==> src/rtl/beat_ctrl.sv <==
// Beat timebase sequencer: programmable divide-by-(N+1) beat strobe stepping an on/off pattern.
// Optional BEAT_CTRL_ONESHOT_EN: stop automatically after STEPS beats per start.
module beat_ctrl #(
    parameter int DIV_W  = 16,
    parameter int STEPS  = 16,
    parameter int STEP_W = 4
) (
    input  logic              clk,
    input  logic              reset,
    input  logic              start,
    input  logic              stop,
    input  logic              div_load,
    input  logic [DIV_W-1:0]  div_val,
    input  logic              pat_we,
    input  logic [STEP_W-1:0] pat_addr,
    input  logic              pat_din,
    output logic              beat,
    output logic [STEP_W-1:0] step,
    output logic              note_on,
    output logic              running,
    output logic [1:0]        state_dbg
);

`ifdef BEAT_CTRL_ONESHOT_EN
    localparam bit ONESHOT = 1'b1;
`else
    localparam bit ONESHOT = 1'b0;
`endif

    typedef enum logic [1:0] {
        S_IDLE     = 2'd0,
        S_RUN      = 2'd1,
        S_STOPPING = 2'd2
    } state_e;

    state_e            state_q, state_d;
    logic [DIV_W-1:0]  cnt_q, cnt_d;
    logic [DIV_W-1:0]  div_q, div_d;
    logic [DIV_W-1:0]  shadow_q, shadow_d;
    logic              pend_q, pend_d;
    logic [STEPS-1:0]  pat_q, pat_d;
    logic [STEP_W-1:0] ptr_q, ptr_d;
    logic [STEP_W-1:0] step_q, step_d;
    logic              beat_q, beat_d;
    logic              note_q, note_d;
    logic              run_q, run_d;
    logic              boundary;
    logic              final_beat;

    // Valid/ready does not apply here: start/stop/div_load/pat_we are single-cycle
    // requests sampled on every rising edge; beat/note_on are one-cycle strobes.

    // ptr_q is the step of the next beat; step_q shows the step of the latest beat.
    always_comb begin
        state_d    = state_q;
        cnt_d      = cnt_q;
        div_d      = div_q;
        shadow_d   = shadow_q;
        pend_d     = pend_q;
        pat_d      = pat_q;
        ptr_d      = ptr_q;
        step_d     = step_q;
        beat_d     = 1'b0;
        note_d     = 1'b0;
        final_beat = 1'b0;
        boundary   = (state_q != S_IDLE) && (cnt_q == div_q);

        if (pat_we) begin
            pat_d[pat_addr] = pat_din;
        end

        if (ONESHOT && (state_q == S_IDLE) && run_q) begin
            step_d = '0;
        end

        case (state_q)
            S_IDLE: begin
                cnt_d = '0;
                if (div_load) begin
                    div_d    = div_val;
                    shadow_d = div_val;
                    pend_d   = 1'b0;
                end
                if (start) begin
                    state_d = S_RUN;
                    ptr_d   = '0;
                    step_d  = '0;
                end
            end
            default: begin
                cnt_d = boundary ? '0 : cnt_q + 1'b1;
                if ((state_q == S_RUN) && stop) begin
                    state_d = S_STOPPING;
                end
                if (boundary) begin
                    beat_d = 1'b1;
                    note_d = pat_q[ptr_q];
                    step_d = ptr_q;
                    ptr_d  = ptr_q + 1'b1;
                    if (pend_q) begin
                        div_d  = shadow_q;
                        pend_d = 1'b0;
                    end
                    final_beat = (state_q == S_STOPPING) ||
                                 (ONESHOT && (ptr_q == STEP_W'(STEPS - 1)));
                    if (final_beat) begin
                        state_d = S_IDLE;
                    end
                end
                // A load on the boundary edge lands in the shadow for the next period.
                if (div_load) begin
                    shadow_d = div_val;
                    pend_d   = 1'b1;
                end
            end
        endcase

        // running stays high through the final beat and drops the cycle after.
        run_d = (state_d != S_IDLE) || final_beat;
    end

    always_ff @(posedge clk) begin
        if (reset) begin
            state_q  <= S_IDLE;
            cnt_q    <= '0;
            div_q    <= DIV_W'(31);
            shadow_q <= DIV_W'(31);
            pend_q   <= 1'b0;
            pat_q    <= '0;
            ptr_q    <= '0;
            step_q   <= '0;
            beat_q   <= 1'b0;
            note_q   <= 1'b0;
            run_q    <= 1'b0;
        end else begin
            state_q  <= state_d;
            cnt_q    <= cnt_d;
            div_q    <= div_d;
            shadow_q <= shadow_d;
            pend_q   <= pend_d;
            pat_q    <= pat_d;
            ptr_q    <= ptr_d;
            step_q   <= step_d;
            beat_q   <= beat_d;
            note_q   <= note_d;
            run_q    <= run_d;
        end
    end

    assign beat      = beat_q;
    assign step      = step_q;
    assign note_on   = note_q;
    assign running   = run_q;
    assign state_dbg = state_q;

endmodule
==> config.mk <==
export PLATFORM = sky130hd
export DESIGN_NAME = beat_ctrl
export DESIGN_NICKNAME = d
export VERILOG_FILES = /design/src/rtl/beat_ctrl.sv
export SDC_FILE = /design/constraint.sdc
export NUM_CORES = 1
export LEC_CHECK = 0
export ABC_AREA = 1
export CAP_MARGIN = 20
export CORE_ASPECT_RATIO = 1.5
export CORE_MARGIN = 2
export CORE_UTILIZATION = 38
export DETAILED_ROUTE_END_ITERATION = 6
export GPL_TIMING_DRIVEN = 0
export PLACE_DENSITY = 0.67
export SLEW_MARGIN = 20
export SYNTH_ARGS = -nofsm -noshare
export SYNTH_HDL_FRONTEND = slang
export SYNTH_SLANG_ARGS = --single-unit
==> constraint.sdc <==
create_clock -name clk -period 3.34 [get_ports clk]
set_clock_uncertainty 0.15 [all_clocks]
set_input_delay 1.002 -clock clk [delete_from_list [all_inputs] [get_ports clk]]
set_output_delay 1.002 -clock clk [all_outputs]
set_load 0.1 [all_outputs]
==> impl_metrics.yaml, run 1 <==
routing:
  drtIter0Drc: 179
  ant_nets: 0
  vias: 3548
  drcViolationCount: 0
  vias_per_cell: 5.00
  drtPass1Iterations: 4
  routedWlPerCell_um: 12.5
  wl_um: 8870
critical_path:
  r2r_cells: 9
  max_stage_delay_ns: 1.18
  end_kind: "primary output"
  cp-startpoint: "state_dbg[0]"
  cp_top_family: "buffers and inverters"
  cp.depth: 1
  critPathMaxFanout: 5
  crit_chain: "clkdlybuf4s50_1"
  r2r-start: "cnt_q[0]"
  crit_buf_inv: 1
  crit_path_end: "state_dbg[0]"
  crit_slowest_cell: "clkdlybuf4s50_1"
  cp.arrival_ns: 1.89
  worstPathRequired_ns: 2.19
  worstReg2RegEnd: "cnt_q[14]"
  cp-start-kind: "flop"
  critPathKind: "reg2out"
  reg2reg_slack_ns: 1.29
layout:
  drive_above_1_share: 0.0571
  diodes: 0
  nets: 619
  syn_to_final_growth_pct: 20.2
  design_area_mm2: 0.00448
clock_network:
  cts.clk_slew.worst_paths_ns: 0.06
  clockBufferDepth: 2
  cts_hold_buf: 0
  clock_sinks: 78
  clockRootBuffer: "clkbuf_16"
  cts_tree: "done"
  insertion_delay_ns: 0.33
  htree_levels: 3
  numCtsBuffers: 9
  cts-resized-gates: 0
  postCtsSetupBuffers: 0
power:
  peakVddDrop_v: 0.000292
  p_seq_frac: 0.446
  p_leak_nw: 1.90
  p_int_mw: 1.66
  power_density_mw_per_mm2: 504
  swShare: 0.264
  combPwrFrac: 0.142
  clkPwrFrac: 0.412
  power.switching_mw: 0.596
yosys:
  yosysMostFrequentCell: "nand2_1"
  yosys.area.top_type: "dfxtp_1"
  synth_cell_types: 31
  syn_avg_cell_area_um2: 6.81
  ys_warn_count: 0
  synth_edf_count: 0
  synth.cells.most_frequent: "138 x nand2_1, 83 x nor2_1, 78 x dfxtp_1, 50 x inv_1, 44 x o21ai_0"
  synth-seq-cells: 78
  syn_inst: 547
  async_reset_ff_frac: 0
  netlist.area_leader.share: 0.419
  synth_top_flop_cell: "dfxtp_1"
  synth_fp_nets: 576
  yosysSeqAreaShare: 0.419
  synth_area_leaders: "dfxtp_1 42%, nand2_1 14%, nor2_1 8.4%, o21ai_0 5.9%, nand3_1 5.8%"
  netlist_area_mm2: 0.00372
sta:
  setup_viol: 0
  fin_crit_sh: 0.910
  finalHoldViolations: 0
  worstMarginPinSlew_ns: 1.00
  max_clock_freq_mhz: 329
  finalSetupTns_ns: 0
  timing.hold.ws_ns: 0.298
  final.min_clock_period_ns: 3.04
  rsz0062_at_grt: "no"
  maxSlewViolCount: 0
  relSlewSlack: 0.329
grt:
  antenna_found_initial: 0
  grt_use_total: 0.176
  grt_pass1_wl_um: 15100
  grt_pass1_vias: 3397
  overflow: 0
  grt_max_degree: 13
flow_run:
  drv_cap: 0
placement:
  place_area_mm2: 0.00419
  hpwl_um: 6810
  io_buffers: 32
  routabilityCongestion: 0.867
run_status:
  status: "finished, final reports clean"
die:
  die_height_um: 125
  die_area_mm2: 0.0106
  start_util: 0.387
  coreArea_mm2: 0.00963
  io_pins: 36
  num_rows: 44
  die_w_um: 84.8
worst_hold_path:
  hold_path_class: "reg2reg"
-- per-stage QoR --
step	setup slack, ns	instances	utilization	total power, mW
6_report	0.300	710	0.465	2.26
5_1_grt	0.242	710	0.465	2.36
4_1_cts	0.283	710	0.465	2.28
3_5_place_dp	0.435	694	0.435	1.35
3_3_place_gp	0.468	694	0.435	1.34
2_1_floorplan	1.05	547	-	1.25
-- cell usage in the layout, fill, tap and decap left out, types with 5 or more instances in the layout --
| master | count |
|---|---|
| nor3_1 | 8 |
| nand4_1 | 14 |
| clkbuf_1 | 14 |
| nand2_1 | 138 |
| mux2i_1 | 11 |
| inv_2 | 5 |
| dfxtp_1 | 78 |
| a21oi_1 | 30 |
| clkbuf_16 | 9 |
| inv_1 | 50 |
| nand3_1 | 43 |
| clkdlybuf4s50_1 | 32 |
| nor2_1 | 83 |
| o21ai_0 | 44 |
-- cells by family after synthesis --
family / share of synthesized area
simple gates: 0.344
flops: 0.419
fa+ha+maj: 0.00672
mux: 0.0296
compound gates: 0.109
xor+xnor: 0.00940
buf+inv: 0.0826
-- sequential cells by signal, summed over array words and instances, names as in the netlist --
register,cells
running,1
step,4
ptr_q,4
shadow_q,16
pend_q,1
cnt_q,16
beat,1
state_dbg,2
div_q,16
note_on,1
pat_q,16
-- metal layers --
| layer | part of all wire | global-route usage | vias to the layer above | wire, µm |
|---|---|---|---|---|
| li1 | - | - | 1854 | - |
| met1 | 0.41 | 0.187 | 1594 | 3610 |
| met2 | 0.52 | 0.318 | 73 | 4620 |
| met3 | 0.036 | 0.0429 | 27 | 321 |
| met4 | 0.036 | 0.0850 | 0 | 317 |
| met5 | 0 | 0 | - | 0 |
-- power by group through the flow --
stage / sequential [mW] / combinational (mW) / clock (mW)
2_1_floorplan: 1.04 / 0.210 / 0
3_3_place_gp: 1.03 / 0.319 / 0
3_5_place_dp: 1.03 / 0.322 / 0
4_1_cts: 1.01 / 0.324 / 0.949
5_1_grt: 1.01 / 0.365 / 0.984
6_report: 1.01 / 0.321 / 0.928
-- worst min path at each step --
stage / startpoint / to / slack [ns] / cells past startpoint
CTS: step[3] / step[3] / 0.30 / 2
floorplan: shadow_q[0] / shadow_q[0] / 0.28 / 2
detailed placement: step[3] / step[3] / 0.29 / 2
global route: step[3] / step[3] / 0.31 / 2
global placement: shadow_q[1] / shadow_q[1] / 0.29 / 2
finish: step[3] / step[3] / 0.30 / 2
-- cell type report --
type | instances | area, µm²
clock buffer | 13 | 270
sequential | 78 | 1560
buffer | 19 | 93.8
tap | 115 | 144
multi-input combinational | 393 | 1860
fill | 950 | 5160
clock inverter | 3 | 17.5
timing repair buffer | 32 | 320
inverter | 57 | 214
(Power assumes the default switching activity.)
==> run 2: changes to the inputs <==
--- a/config.mk
+++ b/config.mk
@@ -5,11 +5,11 @@
 export SDC_FILE = /design/constraint.sdc
 export NUM_CORES = 1
 export LEC_CHECK = 0
-export ABC_AREA = 1
 export CAP_MARGIN = 20
 export CORE_ASPECT_RATIO = 1.5
 export CORE_MARGIN = 2
 export CORE_UTILIZATION = 38
+export CTS_CLUSTER_SIZE = 30
 export DETAILED_ROUTE_END_ITERATION = 6
 export GPL_TIMING_DRIVEN = 0
 export PLACE_DENSITY = 0.67
==> run 2 against run 1 <==
Effect of this change: design area decreased by 3.9%; hold slack improved by 0.013 ns; critical path depth unchanged; synthesized cell count decreased by 28%; sequential cell count unchanged; synthesized area decreased by 5.0%; global-route usage increased by 0.99 points; worst setup slack got worse by 0.0012 ns; sequential power about the same; register-to-register slack got worse by 0.03 ns; clock power increased by 5.8%; final cell count decreased by 22%; critical path type unchanged.
==> impl_metrics.yaml, run 2 <==
routing:
  vias: 2999
  wl_um: 8610
  drtPass1Iterations: 4
  vias_per_cell: 5.39
  routedWlPerCell_um: 15.5
  drtIter0Drc: 242
  drcViolationCount: 0
  ant_nets: 0
power:
  power.total_mw: 2.24
  p_leak_nw: 1.50
  power_density_mw_per_mm2: 521
  peakVddDrop_v: 0.000345
grt:
  antenna_found_initial: 0
  grt_max_degree: 13
  grt_pass1_wl_um: 14200
  grt_use_total: 0.186
  grt_pass1_vias: 2984
  overflow: 0
yosys:
  yosysSeqAreaShare: 0.441
  netlist_area_mm2: 0.00354
  async_reset_ff_frac: 0
  syn_inst: 396
  syn_avg_cell_area_um2: 8.94
  yosysMostFrequentCell: "dfxtp_1"
  yosys.area_share.simple: 0.209
  synth_top_flop_cell: "dfxtp_1"
  synth_edf_count: 0
  muxShareOfSynthArea: 0.0972
  synth-xor-area-share: 0.0718
  synth_cell_types: 36
  synth.cells.most_frequent: "78 x dfxtp_1, 58 x nor2_1, 41 x nand2_1, 26 x xnor2_1, 22 x mux2i_1"
  netlist.area_leader.share: 0.441
  synth_fa_ha_area_frac: 0.00707
  synth_area_leaders: "dfxtp_1 44%, xnor2_1 6.4%, mux2i_1 6.2%, nor2_1 6.2%, nand2_1 4.3%"
  synth-compound-area-share: 0.135
  synth_top_family_by_area: "simple AND/OR/NAND/NOR gates"
  synth-seq-cells: 78
  yosys.area.top_type: "dfxtp_1"
  ys_warn_count: 0
  synth_fp_nets: 425
critical_path:
  critPathMaxFanout: 6
  critPathKind: "reg2out"
  cp.depth: 1
  crit_chain: "clkdlybuf4s50_1"
  worstReg2RegEnd: "div_q[11]"
  crit_slowest_cell: "clkdlybuf4s50_1"
  cp.arrival_ns: 1.89
  r2r_cells: 6
  r2r-start: "cnt_q[10]"
  end_kind: "primary output"
  max_stage_delay_ns: 1.17
  worstPathRequired_ns: 2.19
  cp_top_family: "buffers and inverters"
  reg2reg_slack_ns: 1.26
  crit_buf_inv: 1
  cp-start-kind: "flop"
sta:
  relSlewSlack: 0.326
  fin_crit_sh: 0.911
  finalHoldViolations: 0
  maxSlewViolCount: 0
  finalSetupTns_ns: 0
  setup_viol: 0
  final.min_clock_period_ns: 3.04
  max_clock_freq_mhz: 329
  rsz0062_at_grt: "no"
  worstMarginPinSlew_ns: 1.01
clock_network:
  clockRootBuffer: "clkbuf_16"
  cts_hold_buf: 0
  cts_tree: "done"
  numCtsBuffers: 9
  insertion_delay_ns: 0.34
  clock_sinks: 78
  cts-resized-gates: 0
  htree_levels: 3
  postCtsSetupBuffers: 0
  clockBufferDepth: 2
  cts.clk_slew.worst_paths_ns: 0.06
layout:
  fin_cells: 556
  drive_above_1_share: 0.0743
  nFillCells: 907
  final_core_util: 0.470
  mostFrequentLayoutCells: "78 x dfxtp_1, 58 x nor2_1, 41 x nand2_1"
  diodes: 0
  nets: 468
  final_common_cell: "dfxtp_1"
  syn_to_final_growth_pct: 21.6
die:
  die_w_um: 82.8
  coreArea_mm2: 0.00915
  die_area_mm2: 0.0101
  num_rows: 43
  die_height_um: 122
  start_util: 0.387
  io_pins: 36
worst_hold_path:
  holdPathEnd: "pat_q[0]"
  hold_path_class: "reg2reg"
  holdPathStages: 2
  hp-start: "pat_q[0]"
run_status:
  status: "finished, final reports clean"
flow_run:
  drv_cap: 0
placement:
  place_inst: 540
  io_buffers: 32
  hpwl_um: 6380
  routabilityCongestion: 0.826
[run 2: worst max path at each step]
stage                 start            to
2_1_floorplan  state_dbg[0]     div_q[10]
3_3_place_gp       div_load      div_q[2]
3_5_place_dp       div_load      div_q[0]
4_1_cts        state_dbg[1]  state_dbg[1]
5_1_grt        state_dbg[1]  state_dbg[1]
6_report       state_dbg[1]  state_dbg[1]
[run 2: through the flow]
stage,cell area [µm²],worst slack (ns),hold WS (ns)
2_1_floorplan,3540,0.999,0.283
3_3_place_gp,4000,0.546,0.291
3_5_place_dp,4000,0.460,0.304
4_1_cts,4300,0.270,0.311
5_1_grt,4300,0.244,0.335
6_report,4300,0.299,0.312
[run 2: cells by family (layout without fill, tap and decap cells)]
group           Yosys count  after routing
simple gates            158            158
xor+xnor                 29             29
buf+inv                  31             79
fa+ha+maj                 2              2
flops                    78             78
compound gates           70             70
mux                      28             28
[run 2: per-layer routing]
layer / vias up / wire length [µm] / GRT usage
met5: - / 0 / 0
met3: 16 / 324 / 0.0452
met1: 1424 / 3520 / 0.210
met4: 0 / 205 / 0.0779
met2: 57 / 4560 / 0.325
li1: 1502 / - / -
[run 2: where the power goes]
part,switching (mW),internal (mW),total (mW),leakage [nW]
combinational,0.149,0.104,0.253,0.714
clock,0.364,0.618,0.982,0.146
sequential,0.0356,0.973,1.01,0.636
total,0.548,1.69,2.24,1.50
[run 2: area by class of cell]
| type | count | area [µm²] | area share |
|---|---|---|---|
| clock inverter | 3 | 42.5 | 0.00989 |
| inverter | 5 | 18.8 | 0.00436 |
| sequential | 78 | 1560 | 0.363 |
| multi-input combinational | 287 | 1840 | 0.428 |
| buffer | 26 | 119 | 0.0276 |
| clock buffer | 13 | 260 | 0.0605 |
| timing repair buffer | 32 | 320 | 0.0745 |
| tap | 112 | 140 | 0.0326 |
[run 2: worst register-to-register path, cell delays in order, from the launching register on]
cell and delay, ns:
dfxtp_1 0.42, xnor2_1 0.15, nand4_1 0.17, nor4_4 0.44, buf_4 0.26, buf_4 0.21
o221ai_1 0.15
==> run 3: changes to the inputs <==
--- a/config.mk
+++ b/config.mk
@@ -11,8 +11,9 @@
 export CORE_UTILIZATION = 38
 export CTS_CLUSTER_SIZE = 30
 export DETAILED_ROUTE_END_ITERATION = 6
+export DONT_BUFFER_PORTS = 1
 export GPL_TIMING_DRIVEN = 0
-export PLACE_DENSITY = 0.67
+export PLACE_DENSITY = 0.62
 export SLEW_MARGIN = 20
 export SYNTH_ARGS = -nofsm -noshare
 export SYNTH_HDL_FRONTEND = slang
==> run 3 against run 2 <==
Effect of this change: worst setup slack better by 0.19 ns; design area is 8.0% lower; utilization is 3.8 points lower; first-iteration DRC count is 29% lower; sequential power hardly changed; critical endpoint is now div_q[12]; largest cell class unchanged.
==> impl_metrics.yaml, run 3 (same netlist as run 2, synthesis figures left out) <==
critical_path:
  r2r-start: "state_dbg[1]"
  reg2reg_slack_ns: 0.49
  critPathMaxFanout: 10
  end_kind: "flop"
  max_stage_delay_ns: 1.03
  worstReg2RegEnd: "div_q[12]"
  r2r_cells: 6
  worstPathRequired_ns: 3.45
  cp-start-kind: "flop"
  crit_path_end: "div_q[12]"
  critPathKind: "reg2reg"
  crit_slowest_cell: "dfxtp_1"
  cp-startpoint: "state_dbg[1]"
  crit_chain: "nor2_1, nor2_1, clkbuf_1, clkbuf_1, nand2_1, o221ai_1"
  cp.arrival_ns: 2.96
sta:
  setup_viol: 0
  max_clock_freq_mhz: 350
  worstMarginPinSlew_ns: 1.08
  rsz0062_at_grt: "no"
  relSlewSlack: 0.282
  finalSetupTns_ns: 0
  finalHoldViolations: 0
  maxSlewViolCount: 0
  final.min_clock_period_ns: 2.85
  setup_ws_ns: 0.487
  fin_crit_sh: 0.854
power:
  peakVddDrop_v: 0.000287
  p_seq_frac: 0.484
  swShare: 0.263
  clkPwrFrac: 0.427
  p_leak_nw: 1.35
  power.switching_mw: 0.561
  power_density_mw_per_mm2: 539
  p_int_mw: 1.57
  combPwrFrac: 0.089
routing:
  dr_wl_met3_um: 426
  wl_um: 8550
  top_layer: "met4"
  drtPass1Iterations: 4
  wirelength_met1_um: 3230
  ant_nets: 0
  drcViolationCount: 0
  met2_length_um: 4710
  drtIter0Drc: 172
  vias_per_cell: 5.57
  vias: 2920
  routedWlPerCell_um: 16.3
placement:
  place_area_mm2: 0.00368
  hpwl_um: 6340
  dp_slack_ns: 0.483
  routabilityCongestion: 0.788
  io_buffers: 0
clock_network:
  clockRootBuffer: "clkbuf_16"
  cts.clk_slew.worst_paths_ns: 0.06
  clockBufferDepth: 2
  insertion_delay_ns: 0.34
  cts_hold_buf: 0
  clock_sinks: 78
  cts_tree: "done"
  numCtsBuffers: 9
  cts-resized-gates: 0
  postCtsSetupBuffers: 0
  htree_levels: 3
layout:
  drive_above_1_share: 0.0825
  diodes: 0
  nets: 436
  syn_to_final_growth_pct: 11.8
  design_area_mm2: 0.00396
  mostFrequentLayoutCells: "78 x dfxtp_1, 58 x nor2_1, 41 x nand2_1"
  final_common_cell: "dfxtp_1"
grt:
  overflow: 0
  grt_pass1_vias: 2842
  grt_max_degree: 14
  grt_pass1_wl_um: 14200
  antenna_found_initial: 0
  grt_use_total: 0.189
die:
  die_height_um: 122
  io_pins: 36
  die_w_um: 82.8
  die_area_mm2: 0.0101
  coreArea_mm2: 0.00915
  start_util: 0.387
  num_rows: 43
worst_hold_path:
  holdPathStages: 2
  hold_path_class: "reg2reg"
flow_run:
  drv_cap: 0
run_status:
  status: "finished, final reports clean"
[run 3: cell count changes in the layout (fill, tap and decap cells not counted)]
cell and delta:
clkdlybuf4s50_1 -32, clkinvlp_4 +3, bufinv_16 -1, clkbuf_1 -1, clkbuf_8 -1
[run 3: area by class of cell]
cell class	instances	area (µm²)
Fill cell	933	5190
Multi-Input combinational cell	287	1840
Sequential cell	78	1560
Clock buffer	11	243
Tap cell	112	140
Buffer	26	119
Clock inverter	5	35.0
Inverter	5	18.8
[run 3: through the flow]
stage	power, mW	cells	hold WS (ns)	utilization
CTS	2.15	524	0.311	0.433
global route	2.21	524	0.334	0.433
floorplan	1.19	396	0.283	-
global placement	1.24	508	0.291	0.402
detailed placement	1.24	508	0.303	0.402
finish	2.13	524	0.312	0.433
[run 3: layer usage]
metal	up-vias	track usage
li1	1441	-
met1	1415	0.205
met2	53	0.338
met3	11	0.0556
met4	0	0.0686
met5	-	0
[run 3: how the worst min path moves through the flow]
stage / from / to / slack [ns]
global placement: pat_q[0] / pat_q[0] / 0.29
finish: pat_q[0] / pat_q[0] / 0.31
floorplan: pat_q[0] / pat_q[0] / 0.28
detailed placement: pat_q[0] / pat_q[0] / 0.30
global route: pat_q[0] / pat_q[0] / 0.33
CTS: pat_q[0] / pat_q[0] / 0.31
[run 3: critical path: cells and delay by family, from the launching register on]
family | cells | cell delay, ns
AO/OA/AOI/OAI | 1 | 0.19
buffers and inverters | 2 | 0.84
flip-flops | 1 | 1.03
AND/OR/NAND/NOR | 3 | 0.56
[run 3: power groups by stage]
stage / logic [mW] / clock network [mW] / registers (mW)
global placement: 0.186 / 0 / 1.05
CTS: 0.191 / 0.928 / 1.03
detailed placement: 0.190 / 0 / 1.05
finish: 0.189 / 0.911 / 1.03
global route: 0.209 / 0.964 / 1.04
floorplan: 0.149 / 0 / 1.04
